--- config.mk ---
export PLATFORM = sky130hd
export DESIGN_NAME = full_st1_sched_flat
export DESIGN_NICKNAME = d
export VERILOG_FILES = /design/src/rtl/full_st1_sched_if.sv /design/src/rtl/full_st1_sched.sv /design/src/flat_wrapper.sv
export SDC_FILE = /design/constraint.sdc
export NUM_CORES = 1
export LEC_CHECK = 0
export BUFFER_PORTS_ARGS = -buffer_cell sky130_fd_sc_hd__buf_4
export CAP_MARGIN = 5
export CELL_PAD_IN_SITES_DETAIL_PLACEMENT = 1
export CELL_PAD_IN_SITES_GLOBAL_PLACEMENT = 2
export CORE_UTILIZATION = 38
export CTS_BUF_LIST = sky130_fd_sc_hd__clkbuf_8
export DETAILED_ROUTE_END_ITERATION = 6
export MAX_ROUTING_LAYER = met4
export PLACE_DENSITY_LB_ADDON = 0.1
export SYNTH_ARGS = -nofsm -noshare
export SYNTH_HDL_FRONTEND = slang
export SYNTH_SLANG_ARGS = --single-unit
export TNS_END_PERCENT = 20
--- constraint.sdc ---
create_clock -name clk -period 2.2 [get_ports clk]
set_input_delay 0.22 -clock clk [delete_from_list [all_inputs] [get_ports clk]]
set_output_delay 0.22 -clock clk [all_outputs]
set_load 0.02 [all_outputs]
--- src/rtl/full_st1_sched_if.sv ---
// Handshake and bus bundle between the stage sequencer and its requesters,
// datapath and tap memory.
interface full_st1_sched_if #(
  parameter int AW = 3
);
  // Requests are level-held until their grant pulse. An issue transfers on
  // any rising edge where st_vld && st_rdy; otherwise the issue holds.
  logic          fwd_req;
  logic          bwd_req;
  logic          upd_en;
  logic          st_rdy;
  logic          fwd_gnt;
  logic          bwd_gnt;
  logic          st_vld;
  logic          first;
  logic          last;
  logic          stage_error_mode;
  logic          stage_error_first;
  logic [AW-1:0] row_addr;
  logic          tap_wr_en;
  logic [AW-1:0] tap_wr_addr;
  logic          busy;
  logic          done;

  modport master (
    input  fwd_req, bwd_req, upd_en, st_rdy,
    output fwd_gnt, bwd_gnt, st_vld, first, last, stage_error_mode,
           stage_error_first, row_addr, tap_wr_en, tap_wr_addr, busy, done
  );

  modport slave (
    output fwd_req, bwd_req, upd_en, st_rdy,
    input  fwd_gnt, bwd_gnt, st_vld, first, last, stage_error_mode,
           stage_error_first, row_addr, tap_wr_en, tap_wr_addr, busy, done
  );
endinterface

--- src/rtl/full_st1_sched.sv ---
// Sequencer/arbiter sharing one tap-row datapath between forward, backward
// and tap-update passes, with a LAT-deep tap write-back strobe pipe.
module full_st1_sched #(
  parameter int N_IN = 8,
  parameter int LAT  = 4,
  parameter int AW   = (N_IN > 1) ? $clog2(N_IN) : 1
) (
  input  logic                    clk,
  input  logic                    reset,
  full_st1_sched_if.master        bus,
  output logic [2:0]              state_dbg
);

  localparam int DW = $clog2(LAT + 1);
  localparam logic [AW-1:0] LAST_ROW   = AW'(N_IN - 1);
  localparam logic [DW-1:0] DRAIN_INIT = DW'(LAT - 1);

  typedef enum logic [2:0] {
    S_IDLE  = 3'd0,
    S_FWD   = 3'd1,
    S_BWD   = 3'd2,
    S_UPD   = 3'd3,
    S_DRAIN = 3'd4
  } state_t;

  state_t        state_q, state_d;
  logic [AW-1:0] row_q, row_d;
  logic [DW-1:0] drain_q, drain_d;
  logic          last_bwd_q, last_bwd_d;
  logic          fwd_gnt_q, fwd_gnt_d;
  logic          bwd_gnt_q, bwd_gnt_d;
  logic          st_vld_q, st_vld_d;
  logic          first_q, first_d;
  logic          last_q, last_d;
  logic          mode_q, mode_d;
  logic          efirst_q, efirst_d;
  logic          busy_q, busy_d;
  logic          done_q, done_d;
  logic          wb_vld_q  [LAT];
  logic          wb_vld_d  [LAT];
  logic [AW-1:0] wb_addr_q [LAT];
  logic [AW-1:0] wb_addr_d [LAT];

  logic accept;
  logic upd_accept;
  logic active_d;

  assign accept     = st_vld_q && bus.st_rdy;
  assign upd_accept = accept && (state_q == S_UPD);

  always_comb begin
    state_d    = state_q;
    row_d      = row_q;
    drain_d    = drain_q;
    last_bwd_d = last_bwd_q;
    fwd_gnt_d  = 1'b0;
    bwd_gnt_d  = 1'b0;
    done_d     = 1'b0;

    case (state_q)
      S_IDLE: begin
        // Round-robin: with both requests pending, the pass type that did
        // not win last time goes first.
        if (bus.fwd_req && (!bus.bwd_req || last_bwd_q)) begin
          state_d    = S_FWD;
          fwd_gnt_d  = 1'b1;
          last_bwd_d = 1'b0;
        end else if (bus.bwd_req) begin
          state_d    = S_BWD;
          bwd_gnt_d  = 1'b1;
          last_bwd_d = 1'b1;
        end
      end
      S_FWD, S_BWD, S_UPD: begin
        if (accept) begin
          if (row_q == LAST_ROW) begin
            row_d = '0;
            if (state_q == S_BWD && bus.upd_en) begin
              state_d = S_UPD;
            end else if (LAT == 1) begin
              state_d = S_IDLE;
              done_d  = 1'b1;
            end else begin
              state_d = S_DRAIN;
              drain_d = DRAIN_INIT;
            end
          end else begin
            row_d = row_q + 1'b1;
          end
        end
      end
      S_DRAIN: begin
        drain_d = drain_q - 1'b1;
        if (drain_q == DW'(1)) begin
          state_d = S_IDLE;
          done_d  = 1'b1;
        end
      end
      default: state_d = S_IDLE;
    endcase

    // Issue qualifiers follow the next row so they hold while stalled.
    active_d = (state_d == S_FWD) || (state_d == S_BWD) || (state_d == S_UPD);
    st_vld_d = active_d;
    first_d  = active_d && (row_d == '0);
    last_d   = active_d && (row_d == LAST_ROW);
    mode_d   = (state_d == S_BWD) || (state_d == S_UPD);
    efirst_d = (state_d == S_BWD) && (row_d == '0);
    busy_d   = (state_d != S_IDLE);
  end

  // The write-back pipe shifts every cycle regardless of state or stalls.
  always_comb begin
    wb_vld_d[0]  = upd_accept;
    wb_addr_d[0] = upd_accept ? row_q : '0;
    for (int i = 1; i < LAT; i++) begin
      wb_vld_d[i]  = wb_vld_q[i-1];
      wb_addr_d[i] = wb_addr_q[i-1];
    end
  end

  always_ff @(posedge clk or negedge reset) begin
    if (!reset) begin
      state_q    <= S_IDLE;
      row_q      <= '0;
      drain_q    <= '0;
      last_bwd_q <= 1'b1;
      fwd_gnt_q  <= 1'b0;
      bwd_gnt_q  <= 1'b0;
      st_vld_q   <= 1'b0;
      first_q    <= 1'b0;
      last_q     <= 1'b0;
      mode_q     <= 1'b0;
      efirst_q   <= 1'b0;
      busy_q     <= 1'b0;
      done_q     <= 1'b0;
      for (int i = 0; i < LAT; i++) begin
        wb_vld_q[i]  <= 1'b0;
        wb_addr_q[i] <= '0;
      end
    end else begin
      state_q    <= state_d;
      row_q      <= row_d;
      drain_q    <= drain_d;
      last_bwd_q <= last_bwd_d;
      fwd_gnt_q  <= fwd_gnt_d;
      bwd_gnt_q  <= bwd_gnt_d;
      st_vld_q   <= st_vld_d;
      first_q    <= first_d;
      last_q     <= last_d;
      mode_q     <= mode_d;
      efirst_q   <= efirst_d;
      busy_q     <= busy_d;
      done_q     <= done_d;
      for (int i = 0; i < LAT; i++) begin
        wb_vld_q[i]  <= wb_vld_d[i];
        wb_addr_q[i] <= wb_addr_d[i];
      end
    end
  end

  assign bus.fwd_gnt           = fwd_gnt_q;
  assign bus.bwd_gnt           = bwd_gnt_q;
  assign bus.st_vld            = st_vld_q;
  assign bus.first             = first_q;
  assign bus.last              = last_q;
  assign bus.stage_error_mode  = mode_q;
  assign bus.stage_error_first = efirst_q;
  assign bus.row_addr          = row_q;
  assign bus.tap_wr_en         = wb_vld_q[LAT-1];
  assign bus.tap_wr_addr       = wb_addr_q[LAT-1];
  assign bus.busy              = busy_q;
  assign bus.done              = done_q;
  assign state_dbg             = state_q;

endmodule

--- src/flat_wrapper.sv ---
// flat-port wrapper written by rule: the top's interface ports become plain ports
module full_st1_sched_flat 
#(
  parameter int N_IN = 8,
  parameter int LAT  = 4,
  parameter int AW   = (N_IN > 1) ? $clog2(N_IN) : 1
)
  (clk, reset, state_dbg, bus_fwd_req, bus_bwd_req, bus_upd_en, bus_st_rdy, bus_fwd_gnt, bus_bwd_gnt, bus_st_vld, bus_first, bus_last, bus_stage_error_mode, bus_stage_error_first, bus_row_addr, bus_tap_wr_en, bus_tap_wr_addr, bus_busy, bus_done);
  full_st1_sched_if #(.AW(AW)) bus_i ();
  input  logic clk;
  input  logic reset;
  output logic [2:0] state_dbg;
  input wire logic [$bits(bus_i.fwd_req)-1:0] bus_fwd_req;
  input wire logic [$bits(bus_i.bwd_req)-1:0] bus_bwd_req;
  input wire logic [$bits(bus_i.upd_en)-1:0] bus_upd_en;
  input wire logic [$bits(bus_i.st_rdy)-1:0] bus_st_rdy;
  output wire logic [$bits(bus_i.fwd_gnt)-1:0] bus_fwd_gnt;
  output wire logic [$bits(bus_i.bwd_gnt)-1:0] bus_bwd_gnt;
  output wire logic [$bits(bus_i.st_vld)-1:0] bus_st_vld;
  output wire logic [$bits(bus_i.first)-1:0] bus_first;
  output wire logic [$bits(bus_i.last)-1:0] bus_last;
  output wire logic [$bits(bus_i.stage_error_mode)-1:0] bus_stage_error_mode;
  output wire logic [$bits(bus_i.stage_error_first)-1:0] bus_stage_error_first;
  output wire logic [$bits(bus_i.row_addr)-1:0] bus_row_addr;
  output wire logic [$bits(bus_i.tap_wr_en)-1:0] bus_tap_wr_en;
  output wire logic [$bits(bus_i.tap_wr_addr)-1:0] bus_tap_wr_addr;
  output wire logic [$bits(bus_i.busy)-1:0] bus_busy;
  output wire logic [$bits(bus_i.done)-1:0] bus_done;
  assign bus_i.fwd_req = bus_fwd_req;
  assign bus_i.bwd_req = bus_bwd_req;
  assign bus_i.upd_en = bus_upd_en;
  assign bus_i.st_rdy = bus_st_rdy;
  assign bus_fwd_gnt = bus_i.fwd_gnt;
  assign bus_bwd_gnt = bus_i.bwd_gnt;
  assign bus_st_vld = bus_i.st_vld;
  assign bus_first = bus_i.first;
  assign bus_last = bus_i.last;
  assign bus_stage_error_mode = bus_i.stage_error_mode;
  assign bus_stage_error_first = bus_i.stage_error_first;
  assign bus_row_addr = bus_i.row_addr;
  assign bus_tap_wr_en = bus_i.tap_wr_en;
  assign bus_tap_wr_addr = bus_i.tap_wr_addr;
  assign bus_busy = bus_i.busy;
  assign bus_done = bus_i.done;
  full_st1_sched #(.N_IN(N_IN), .LAT(LAT), .AW(AW)) u_core (.clk(clk), .reset(reset), .bus(bus_i), .state_dbg(state_dbg));
endmodule
======== After elaboration in Yosys (flattened, before gate mapping) ========
Cells that the tools add are included.
word-level totals
  latch bits .............................. 0
  bits in registers ....................... 35
  memories kept ........................... 0
  memory bits (read-only) ................. 0
  bits in writable memories ............... 0
cells by class
  shift-type cells ........................ 0
  add/sub/neg operators ................... 2
  magnitude comparators ................... 0
  mux-type cells .......................... 24
  reductions and logical operators ........ 20
  multipliers ............................. 0
  divide/modulo/power cells ............... 0
  eq/ne operators ......................... 13
  bitwise logic cells ..................... 0
operator list
  operator                                                                  number
  3-bit 2-to-1 mux                                                          13
  3-bit by 2-bit == test with 1-bit output (second input constant)          4
  3-bit by 1-bit == test with 1-bit output (second input constant)          3
  3-bit == test (second input constant)                                     3
  1-bit 2-to-1 mux                                                          9
  3-bit one-hot mux with 3 select lines                                     1
  1-bit logical AND                                                         7
  3-bit logical NOT                                                         2
  3-bit one-hot mux with 2 select lines                                     1
  1-bit logical OR                                                          4
  2-bit by 1-bit inequality test with 1-bit output (second input constant)  2
  4-bit AND reduction                                                       1
  2-bit nonzero test                                                        2
  3-bit by 1-bit adder with 3-bit output (second input constant)            1
  3-bit nonzero test                                                        1
  3-bit OR reduction                                                        1
  3-bit by 1-bit subtractor with 3-bit output (second input constant)       1
  2-bit inequality test (second input constant)                             1
  2-bit AND reduction                                                       1
  1-bit logical NOT                                                         1

======== Longest topological paths before layout ========
Gate-level depths: netlist of run 1.
  word-level depth ........................ 10
  gate-level depth with buffers ........... 6
  depth with buffers taken out ............ 6

======== Least setup slack after synthesis of run 1 ========
OpenSTA, ideal clock, no wires.
  path kind ............................... reg2reg
  start ................................... register u_core.row_q[0], in the netlist u_core.bus.row_addr[0]
  end ..................................... register u_core.efirst_q, in the netlist u_core.bus.stage_error_first
  stages on the path, launching flop included .. 7
  path slack .............................. 401 ps
  data required time ...................... 2120 ps
  path buffers ............................ 0
  arrival time ............................ 1719 ps
  library setup time ...................... 80 ps
  path through ............................ dfrtp_1 ha_1 ha_1 and3_1 mux2i_1 or2_2 nor3b_2
on the way
  longest elaborated chain between the ends .. 6
  elaborated cells on any way between the ends .. 11
  classes of those cells .................. add/sub (1); eq/ne (2); mux (6); reduce/logical (2)
ends and longest elaborated chain
  item                                      line                   source
  from (decl)                               full_st1_sched.sv:27   logic [AW-1:0] row_q, row_d;
  from (signal assigned)                    full_st1_sched.sv:143  row_q <= row_d;
  3-bit == test                             full_st1_sched.sv:76   if (row_q == LAST_ROW) begin
  3-bit 2-to-1 mux                          full_st1_sched.sv:76
  3-bit 2-to-1 mux                          full_st1_sched.sv:75   if (accept) begin
  3-bit one-hot mux with 3 select lines     full_st1_sched.sv:60   case (state_q)
  named net u_core.state_d[0]               full_st1_sched.sv:26   state_t state_q, state_d;
  3-bit by 2-bit == test with 1-bit output  full_st1_sched.sv:108  efirst_d = (state_d == S_BWD) && (row_d == '0);
  1-bit logical AND                         full_st1_sched.sv:108
  named net u_core.efirst_d                 full_st1_sched.sv:36   logic efirst_q, efirst_d;
  to (signal assigned)                      full_st1_sched.sv:152  efirst_q <= efirst_d;
  to (decl)                                 full_st1_sched.sv:36
The timed path passes the listed nets, and every way through them passes these cells.
A chain may end at the register's enable or synchronous reset.

======== Worst setup path after layout of run 1 ========
Same ends and word-level chain as after synthesis.

==> results of run 1 <==
## metrics by stage
stage | instance area (um2) | std cells | total power, uW | setup WS [ns]
after floorplan | 1324 | 95 | 1571 | 0.4007
after global placement | 1550 | 164 | 1880 | 0.4410
after detailed placement | 1550 | 164 | 1908 | 0.3872
after CTS | 1659 | 173 | 2406 | 0.3665
after global routing | 1659 | 173 | 2525 | 0.2774
final | 1659 | 173 | 2360 | 0.3776
## cells by family (layout without fill, tap and decap cells)
| group | count (synthesis) | after routing | synth area share (%) |
|---|---|---|---|
| AND/OR/NAND/NOR | 35 | 35 | 16.45 |
| multiplexers | 6 | 6 | 4.820 |
| adder cells (fa/ha/maj) | 4 | 4 | 3.781 |
| AO/OA/AOI/OAI | 9 | 9 | 6.050 |
| flip-flops | 35 | 35 | 66.26 |
| buffers and inverters | 5 | 37 | 1.984 |
| XOR/XNOR | 1 | 1 | 0.6617 |
## per-layer routing
metal,GRT usage [%],up-vias
li1,-,386
met1,17.84,390
met2,22.52,20
met3,5.672,6
met4,7.792,0
met5,-,-
## cell usage after synthesis (2+ instances only)
| cell | instances | area (um2) |
|---|---|---|
| and2_1 | 4 | 25.02 |
| nand2b_1 | 6 | 37.54 |
| and3_1 | 2 | 12.51 |
| nor2_1 | 7 | 26.28 |
| a21oi_1 | 2 | 10.01 |
| nand3_1 | 2 | 10.01 |
| inv_1 | 4 | 15.01 |
| mux2_2 | 3 | 33.78 |
| nand2_1 | 2 | 7.510 |
| ha_1 | 4 | 50.05 |
| nor3_2 | 2 | 20.02 |
| nor3_1 | 4 | 20.02 |
| o21ai_0 | 2 | 10.01 |
| mux2i_1 | 3 | 30.03 |
| dfrtp_1 | 34 | 850.8 |
## registers in the layout, indices dropped and copies added (netlist names)
signal	cells
u_core.state_dbg	3
u_core.wb_addr_d	9
u_core.bus.stage_error_mode	1
u_core.bus.first	1
u_core.bus.st_vld	1
u_core.last_bwd_q	1
u_core.bus.stage_error_first	1
u_core.bus.tap_wr_en	1
u_core.bus.fwd_gnt	1
u_core.drain_q	3
u_core.bus.tap_wr_addr	3
u_core.bus.last	1
u_core.wb_vld_d	3
u_core.bus.done	1
u_core.bus.busy	1
u_core.bus.bwd_gnt	1
u_core.bus.row_addr	3
## path summary, 6_finish.rpt
check / startpoint / end / slack [ns] / cells after the start
worst min register to register: u_core.wb_addr_d[8] / u_core.wb_addr_d[5] / 0.35 / 0
worst max-delay path: u_core.bus.row_addr[0] / u_core.bus.stage_error_first / 0.38 / 6
worst max register to register: u_core.bus.row_addr[0] / u_core.bus.stage_error_first / 0.38 / 6
min in group asynchronous: reset / u_core.bus.tap_wr_addr[0] / 0.42 / 2
max in group asynchronous: reset / u_core.last_bwd_q / 1.45 / 2
worst min-delay path: bus_bwd_req / u_core.last_bwd_q / 0.23 / 3
## report_power, final
part	internal [uW]	switching, uW
Sequential	865	150
Clock	255	226
Combinational	391	472
Total	1510	848
## critical path, delay by kind of cell, from the launching register on
| kind | cells | cell delay, ns |
|---|---|---|
| adder cells (fa/ha/maj) | 2 | 0.43 |
| flip-flops | 1 | 0.44 |
| multiplexers | 1 | 0.16 |
| AND/OR/NAND/NOR | 3 | 0.72 |
## final cells by class
cell class              instances  area [um2]
repair buffers                 25       190.2
multi-input cells              55       420.4
clock inverters                 2       16.27
flip-flops and latches         35       877.1
clock buffers                   6       82.58
inverters                       4       15.01
well taps                      46       57.56
fillers                       344        1678
==> results by group, run 1 <==
Place
  – Hpwl dp: 1697 um
  – PortBufs: 24
  – Routability congestion estimate: 0.7228

Timing
  – Period utilization: 82.84%
  – Final setup fails: 0
  – Worst slew margin: 68.30%
  – Final hold violation count: 0
  – RSZ-0062 raised after global routing: no
  – Worst-Margin Slew: 0.4726 ns
  – Min Tclk post-route: 1.822 ns
  – Setup Skew: 0.006720 ns
  – Hold_ws: 0.2272 ns
  – Max Clock Freq: 0.5487 GHz
  – Final Max Slew Viols: 0
  – Fin Setup TNS: 0 ns

Route
  – WL final: 2308 um
  – Drt wl/cell: 13.34 um
  – Met3 Routed Length: 119 um
  – Avg Vias per Cell: 4.636
  – Post-Route M1 WL: 970 um
  – Drt drc: 0
  – Vias: 802
  – Met2 WL: 1169 um
  – Initial DRT Pass Iterations: 3
  – Top sig layer: met4
  – Detailed Route Iter0 Violations: 11
  – Routed Antenna Nets: 0

Yosys
  – Mapped Area: 1324 um2
  – EDFF count, synth: 0
  – Seq/Total Area, Yosys: 66.26%
  – Post-synthesis async set-or-reset flop share: 100.0%
  – Mapped Avg Cell Area: 13.93 um2
  – Distinct cells, synth: 29
  – Number of synthesized register bits: 35
  – Yosys warns: 0
  – Syn_nets: 105
  – Synth Instances: 95
  – Most used DFF post-synth: dfrtp_1

Setup path
  – Crit end category: flop
  – Crit path largest cell delay: 0.44 ns
  – CP startpoint kind: flop
  – Arrival time at the worst endpoint: 2.03 ns
  – Endpoint required time on the critical path: 2.40 ns
  – Worst-path maximum fanout: 7
  – Critical-path cell list: ha_1, ha_1, and3_1, mux2i_1, or2_2, nor3b_2
  – Most used cell, CP: ha_1
  – CP Class: flop to flop
  – Slowest-stage cell, CP: dfrtp_1

Final layout
  – Most common cell after layout, fill and taps aside: dfrtp_1
  – Layout cells sized above 1: 34.65%
  – Fin util: 49.72%
  – ANT cells: 0
  – Most frequent cells in the layout: dfrtp_1 (34), buf_4 (24), nor2_1 (7)
  – Fin nets: 136
  – Area grow syn2layout: 25.33%

Min path
  – Hold crit path type: input port to flop

Global routing
  – Antenna violations before repair: 0
  – Largest net degree at the start of global routing: 36
  – Vias in the first global route: 799
  – GRT Util Overall: 15.11%
  – GR Overflow Total: 0
  – First-pass GRT wire length: 3705 um

Floorplan
  – Die Y: 61.02 um
  – I/O Pins: 25
  – Die Span X: 61.02 um
  – Core area: 3337 um2
  – Site row count: 21
  – Die area: 3723 um2
  – Starting density of the core: 39.67%

Clocking
  – CTS tree: done
  – Root Driver: clkbuf_8
  – Clock Sinks: 35
  – Skew-Pair Late Insertion Delay: 0.28 ns
  – H-tree depth: 2
  – Postcts setup bufs: 0
  – Clk slew on worst S/H paths: 0.07 ns
  – CTS Buf Count: 5
  – Max clock buf depth: 2
  – Hold_buf cts: 1
  – Post-CTS Resized: 0

Run
  – Max-cap violation count: 0

Power
  – Pwr Density: 1423 nW/um2
  – LEAKAGE: 0.0008056 uW
  – Peak VDD IR: 712.7 uV

Run status
  – Status: finished, final reports clean
No activity file was read; power rests on OpenSTA's default activity.
==> inputs of run 2 (changes only) <==
CORE_UTILIZATION = 35   (was 38)
clock period = 1.5 ns   (was 2.2 ns; I/O delays follow)
==> run 2 against run 1 <==
Compared with the run above: the flow now finishes with violations (negative setup slack); critical endpoint unchanged; sequential share of layout area is 5.1 points lower; power is 69% higher; sequential cell count stayed put; sequential power is 45% higher; count of clock-buffer cells in the layout is 1 lower; clock skew is 0.0019 ns lower.
==> results by group, run 2 (synthesized netlist as in run 1, its figures left out) <==
Global routing
  – Largest net degree at the start of global routing: 36 (unchanged)
  – First-pass GRT wire length: 4588 um (+24%)
  – GRT Util Overall: 16.02% (+0.91 points)
  – Antenna violations before repair: 0 (unchanged)
  – Vias in the first global route: 959 (+20%)
  – GR Overflow Total: 0 (unchanged)

Setup path
  – Arrival time at the worst endpoint: 1.72 ns (-0.31 ns)
  – Worst-path maximum fanout: 6 (-1)
  – CP Capture Point: u_core.bus.stage_error_first
  – Beginning of the critical path: u_core.state_dbg[2]
  – Endpoint required time on the critical path: 1.67 ns (-0.73 ns)
  – CP Class: flop to flop
  – R2R Path End: u_core.bus.stage_error_first
  – Worst R2R Start: u_core.state_dbg[2]
  – Crit end category: flop
  – Reg2reg setup slack: -0.05 ns (-0.42 ns)
  – FF-to-FF path depth: 5 (-1)
  – CP startpoint kind: flop

Timing
  – Worst slew margin: 71.52% (+3.2 points)
  – Max Clock Freq: 0.6464 GHz (+18%)
  – Hold_ws: 0.1481 ns (-0.07912 ns)
  – Setup Skew: 0.004861 ns (-0.001858 ns)
  – Min Tclk post-route: 1.547 ns (-0.2754 ns)
  – PnR worst setup slack: -0.04708 ns (-0.4246 ns)
  – RSZ-0062 raised after global routing: yes
  – Period utilization: 103.1% (+20 points)
  – Final setup fails: 5 (+5)
  – Worst-Margin Slew: 0.4272 ns (-0.04536 ns)
  – Final Max Slew Viols: 0 (unchanged)
  – Final hold violation count: 0 (unchanged)

Route
  – Initial DRT Pass Iterations: 4 (+1)
  – Drt drc: 0 (unchanged)
  – Avg Vias per Cell: 4.658 (+0.47%)
  – Drt wl/cell: 14.14 um (+6.0%)
  – WL final: 2644 um (+15%)
  – Routed Antenna Nets: 0 (unchanged)
  – Detailed Route Iter0 Violations: 19 (+8)
  – Vias: 871 (+8.6%)

Clocking
  – Root Driver: clkbuf_8
  – H-tree depth: 2 (unchanged)
  – CTS tree: done
  – Clock Sinks: 35 (unchanged)
  – Clk slew on worst S/H paths: 0.08 ns (about the same)
  – Max clock buf depth: 2 (unchanged)
  – Postcts setup bufs: 0 (unchanged)
  – Skew-Pair Late Insertion Delay: 0.29 ns (about the same)
  – CTS Buf Count: 5 (unchanged)

Place
  – PortBufs: 24 (unchanged)
  – Routability congestion estimate: 0.7595 (+5.1%)
  – Hpwl dp: 1860 um (+9.6%)
  – Worst slack, placed: -0.1310 ns (-0.5182 ns)

Power
  – LEAKAGE: 0.0008853 uW (+9.9%)
  – Peak VDD IR: 1124 uV (+58%)
  – Final Power: 4000 uW (+69%)
  – Pwr Density: 2170 nW/um2 (+53%)

Floorplan
  – Starting density of the core: 38.17% (-1.5 points)
  – Die Span X: 63.50 um (+4.1%)
  – Core area: 3468 um2 (+3.9%)
  – Die Y: 63.50 um (+4.1%)
  – I/O Pins: 25 (unchanged)
  – Die area: 4032 um2 (+8.3%)
  – Site row count: 21 (unchanged)

Final layout
  – Largest register FFs: 9 (unchanged)
  – Fin nets: 150 (+10%)
  – Area grow syn2layout: 39.23%
  – Most frequent cells in the layout: buf_4 (37), dfrtp_1 (31), nor2_1 (7)
  – Fin util: 53.14% (+3.4 points)
  – Layout cells sized above 1: 48.23% (+14 points)
  – Most common cell after layout, fill and taps aside: buf_4
  – ANT cells: 0 (unchanged)

Run status
  – Status: complete, but fails checks
  – Failing checks: negative setup slack

Run
  – Max-cap violation count: 0 (unchanged)

Min path
  – Hold crit path type: input port to flop
## run 2: cell count changes in the layout (fill, tap and decap cells not counted), sizes merged
cell,previous run,this run
buf,24,38
bufinv,0,1
clkbuf,6,5
clkinvlp,1,0
inv,4,5
## run 2: report_power, final
group          internal (uW)  switching [uW]
logic                    822             833
clock network            503             365
registers               1280             200
## run 2: area by class of cell
| class | instances | area [um2] |
|---|---|---|
| clock buffer | 5 | 68.82 |
| clock inverter | 3 | 47.55 |
| fill | 374 | 1625 |
| inverter | 4 | 15.01 |
| multi-input combinational | 55 | 474.2 |
| sequential | 35 | 880.8 |
| tap | 46 | 57.56 |
| timing repair buffer | 39 | 299.0 |
## run 2: worst min path at each step
stage / start / end / slack [ns] / cells past startpoint
4_1_cts: bus_bwd_req / u_core.last_bwd_q / 0.14 / 3
3_5_place_dp: reset / u_core.bus.tap_wr_en / 0.13 / 1
5_1_grt: bus_bwd_req / u_core.last_bwd_q / 0.16 / 3
3_3_place_gp: reset / u_core.bus.tap_wr_en / 0.12 / 1
2_1_floorplan: reset / u_core.bus.busy / -0.15 / 0
6_report: bus_bwd_req / u_core.last_bwd_q / 0.15 / 3
## run 2: worst max-delay path, cell delays in order, from the launching register on
cell       delay [ns]
dfrtp_1          0.46
buf_4            0.17
nand4bb_2        0.31
mux2i_2          0.28
or2_4            0.18
nor3b_2          0.04
## run 2: per-stage QoR
stage | cell area (um2) | setup TNS (ns) | std cells
final | 1843 | -0.1227 | 187
after global routing | 1843 | -0.4728 | 187
after CTS | 1833 | -0.2790 | 187
after detailed placement | 1694 | -0.4564 | 178
after global placement | 1694 | -0.09450 | 178
after floorplan | 1363 | -0.4145 | 95
## run 2: timing repair
item | 4_1_cts | 5_1_grt
hold endpoints to repair | 34 | 0
gates resized for setup | 3 | 4
hold buffers | 1 | 0
pin swaps | 0 | 2
endpoints found under the setup margin | 5 | 9
## run 2: routing by layer
metal  GRT usage (%)  up-vias  share of wire (%)
li1                -      415                  -
met1           17.35      429                 43
met3           4.891        4                4.4
met5               -        -                  0
met2           26.60       23                 50
met4           7.670        0                2.0
==> inputs of run 3 (changes only) <==
CELL_PAD_IN_SITES_GLOBAL_PLACEMENT = 1   (was 2)
CORE_UTILIZATION = 40   (was 35)
SLEW_MARGIN = 20   (was not set)
==> run 3 against run 2 <==
Compared with the run above: critical endpoint unchanged; sequential power barely moved; count of clock-buffer cells in the layout unchanged; sequential cell count unchanged; the run still ends with negative setup slack left; setup slack lost 0.025 ns; largest power group unchanged; critical path depth grew 1; clock skew grew 0.0053 ns; cell count fell by 1.6%.
==> results by group, run 3 (synthesized netlist as in run 1, its figures left out) <==
Run status
  – Status: complete, but fails checks
  – Failing checks: negative setup slack

Floorplan
  – Site row count: 20 (-4.8%)
  – Core area: 3103 um2 (-11%)
  – Starting density of the core: 42.66% (+4.5 points)
  – Die Y: 59.53 um (-6.3%)
  – Die area: 3543 um2 (-12%)
  – I/O Pins: 25 (unchanged)
  – Die Span X: 59.53 um (-6.3%)

Timing
  – RSZ-0062 raised after global routing: yes
  – Fin Setup TNS: -0.2128 ns (-0.09007 ns)
  – Final hold violation count: 0 (unchanged)
  – Worst slew margin: 71.90% (+0.38 points)
  – Setup Skew: 0.01012 ns (+0.005254 ns)
  – Period utilization: 104.8% (+1.7 points)
  – Hold_ws: 0.1592 ns (+0.01110 ns)
  – Final Max Slew Viols: 0 (unchanged)
  – Min Tclk post-route: 1.572 ns (+0.02536 ns)
  – PnR worst setup slack: -0.07243 ns (-0.02536 ns)
  – Final setup fails: 5 (unchanged)
  – Max Clock Freq: 0.6360 GHz (-1.6%)
  – Worst-Margin Slew: 0.4215 ns (-0.005763 ns)

Clocking
  – CTS tree: done
  – CTS Buf Count: 5 (unchanged)
  – Root Driver: clkbuf_8
  – Clk slew on worst S/H paths: 0.08 ns (about the same)
  – Max clock buf depth: 2 (unchanged)
  – Skew-Pair Late Insertion Delay: 0.29 ns (about the same)
  – Clock Sinks: 35 (unchanged)
  – H-tree depth: 2 (unchanged)

Setup path
  – Arrival time at the worst endpoint: 1.78 ns (+0.06 ns)
  – CP startpoint kind: flop
  – Endpoint required time on the critical path: 1.70 ns (+0.03 ns)
  – Worst-path maximum fanout: 3 (-3)
  – Crit end category: flop
  – Buf/Inv on CP: 0 (-1)
  – CP delay by family, top: simple AND/OR/NAND/NOR gates
  – Most used cell, CP: ha_4
  – CP Class: flop to flop
  – Crit path largest cell delay: 0.43 ns (-0.03 ns)
  – Slowest-stage cell, CP: dfrtp_2
  – Critical-path cell list: ha_4, ha_4, and3_4, mux2i_2, or2_4, nor3b_2

Global routing
  – GR Overflow Total: 0 (unchanged)
  – Antenna violations before repair: 0 (unchanged)
  – Largest net degree at the start of global routing: 36 (unchanged)
  – Vias in the first global route: 981 (+2.3%)
  – First-pass GRT wire length: 4740 um (+3.3%)
  – GRT Util Overall: 19.78% (+3.8 points)

Place
  – Worst slack, placed: -0.1094 ns (+0.02162 ns)
  – Routability congestion estimate: 0.7449 (-1.9%)
  – PortBufs: 24 (unchanged)
  – Hpwl dp: 2147 um (+15%)

Route
  – Post-Route M1 WL: 1136 um (-0.26%)
  – Met2 WL: 1528 um (+15%)
  – Routed Antenna Nets: 0 (unchanged)
  – Avg Vias per Cell: 4.777 (+2.6%)
  – Met3 Routed Length: 99 um (-15%)
  – Drt drc: 0 (unchanged)
  – Initial DRT Pass Iterations: 4 (unchanged)
  – WL final: 2801 um (+5.9%)
  – Detailed Route Iter0 Violations: 10 (-9)
  – Vias: 879 (+0.92%)
  – Top sig layer: met4
  – Drt wl/cell: 15.22 um (+7.7%)

Final layout
  – Area occupied by multi-input gates: 478.0 um2 (+0.79%)
  – Fillers: 329 (-12%)
  – Fin nets: 149 (-0.67%)
  – Layout cells sized above 1: 47.14% (-1.1 points)
  – Largest register FFs: 9 (unchanged)
  – Reg area: 879.6 um2 (-0.14%)
  – Area grow syn2layout: 39.04%
  – Most frequent cells in the layout: buf_4 (36), dfrtp_1 (32), nor2_1 (7)
  – ANT cells: 0 (unchanged)
  – Most common cell after layout, fill and taps aside: buf_4

Power
  – Peak VDD IR: 1098 uV (-2.3%)
  – Final Power: 4021 uW (+0.53%)
  – Pwr Density: 2185 nW/um2 (+0.67%)
  – LEAKAGE: 0.0008818 uW (-0.39%)

Run
  – Max-cap violation count: 0 (unchanged)

Min path
  – Hold crit path type: input port to flop
## run 3: worst paths after layout
| kind | from | endpoint | slack (ns) | depth (start not counted) |
|---|---|---|---|---|
| setup reg to reg | u_core.bus.row_addr[0] | u_core.bus.stage_error_first | -0.07 | 6 |
| max in group asynchronous | reset | u_core.last_bwd_q | 0.80 | 2 |
| setup / recovery | u_core.bus.row_addr[0] | u_core.bus.stage_error_first | -0.07 | 6 |
| min in group asynchronous | reset | u_core.bus.busy | 0.36 | 2 |
| hold / removal | bus_bwd_req | u_core.last_bwd_q | 0.16 | 3 |
| hold reg to reg | u_core.wb_addr_d[2] | u_core.bus.tap_wr_addr[2] | 0.36 | 0 |
## run 3: layer usage
layer	vias up	global-route usage [%]
li1	421	-
met1	435	22.11
met2	19	34.51
met3	4	5.240
met4	0	5.980
met5	-	-
## run 3: through the flow
step	util, %	area, um2	cells
4_1_cts	58.63	1819	184
3_3_place_gp	54.44	1689	174
5_1_grt	59.31	1841	184
6_report	59.31	1841	184
2_1_floorplan	-	1363	95
3_5_place_dp	54.44	1689	174
## run 3: report_power, final
part,leakage (uW),internal (uW),switching (uW)
Clock,0.0000581,494,339
Sequential,0.000440,1280,203
Combinational,0.000383,843,867
## run 3: timing repair
item,4_1_cts,5_1_grt
setup endpoints to repair,5,10
hold endpoints to repair,34,0
resized for setup,0,4
setup buffers,1,0
hold buffers,1,0
pin swaps,3,2
## run 3: tightest hold or removal path: cells and delay by family
family / cells / cell delay, ns
buf+inv: 1 / 0.12
compound gates: 2 / 0.17
## run 3: final cells by class
class / count / area share, %
Multi-Input combinational cell: 55 / 25.97
Inverter: 4 / 0.8158
Sequential cell: 35 / 47.79
Tap cell: 44 / 2.991
Clock inverter: 3 / 2.379
Timing Repair Buffer: 38 / 16.32
Clock buffer: 5 / 3.739
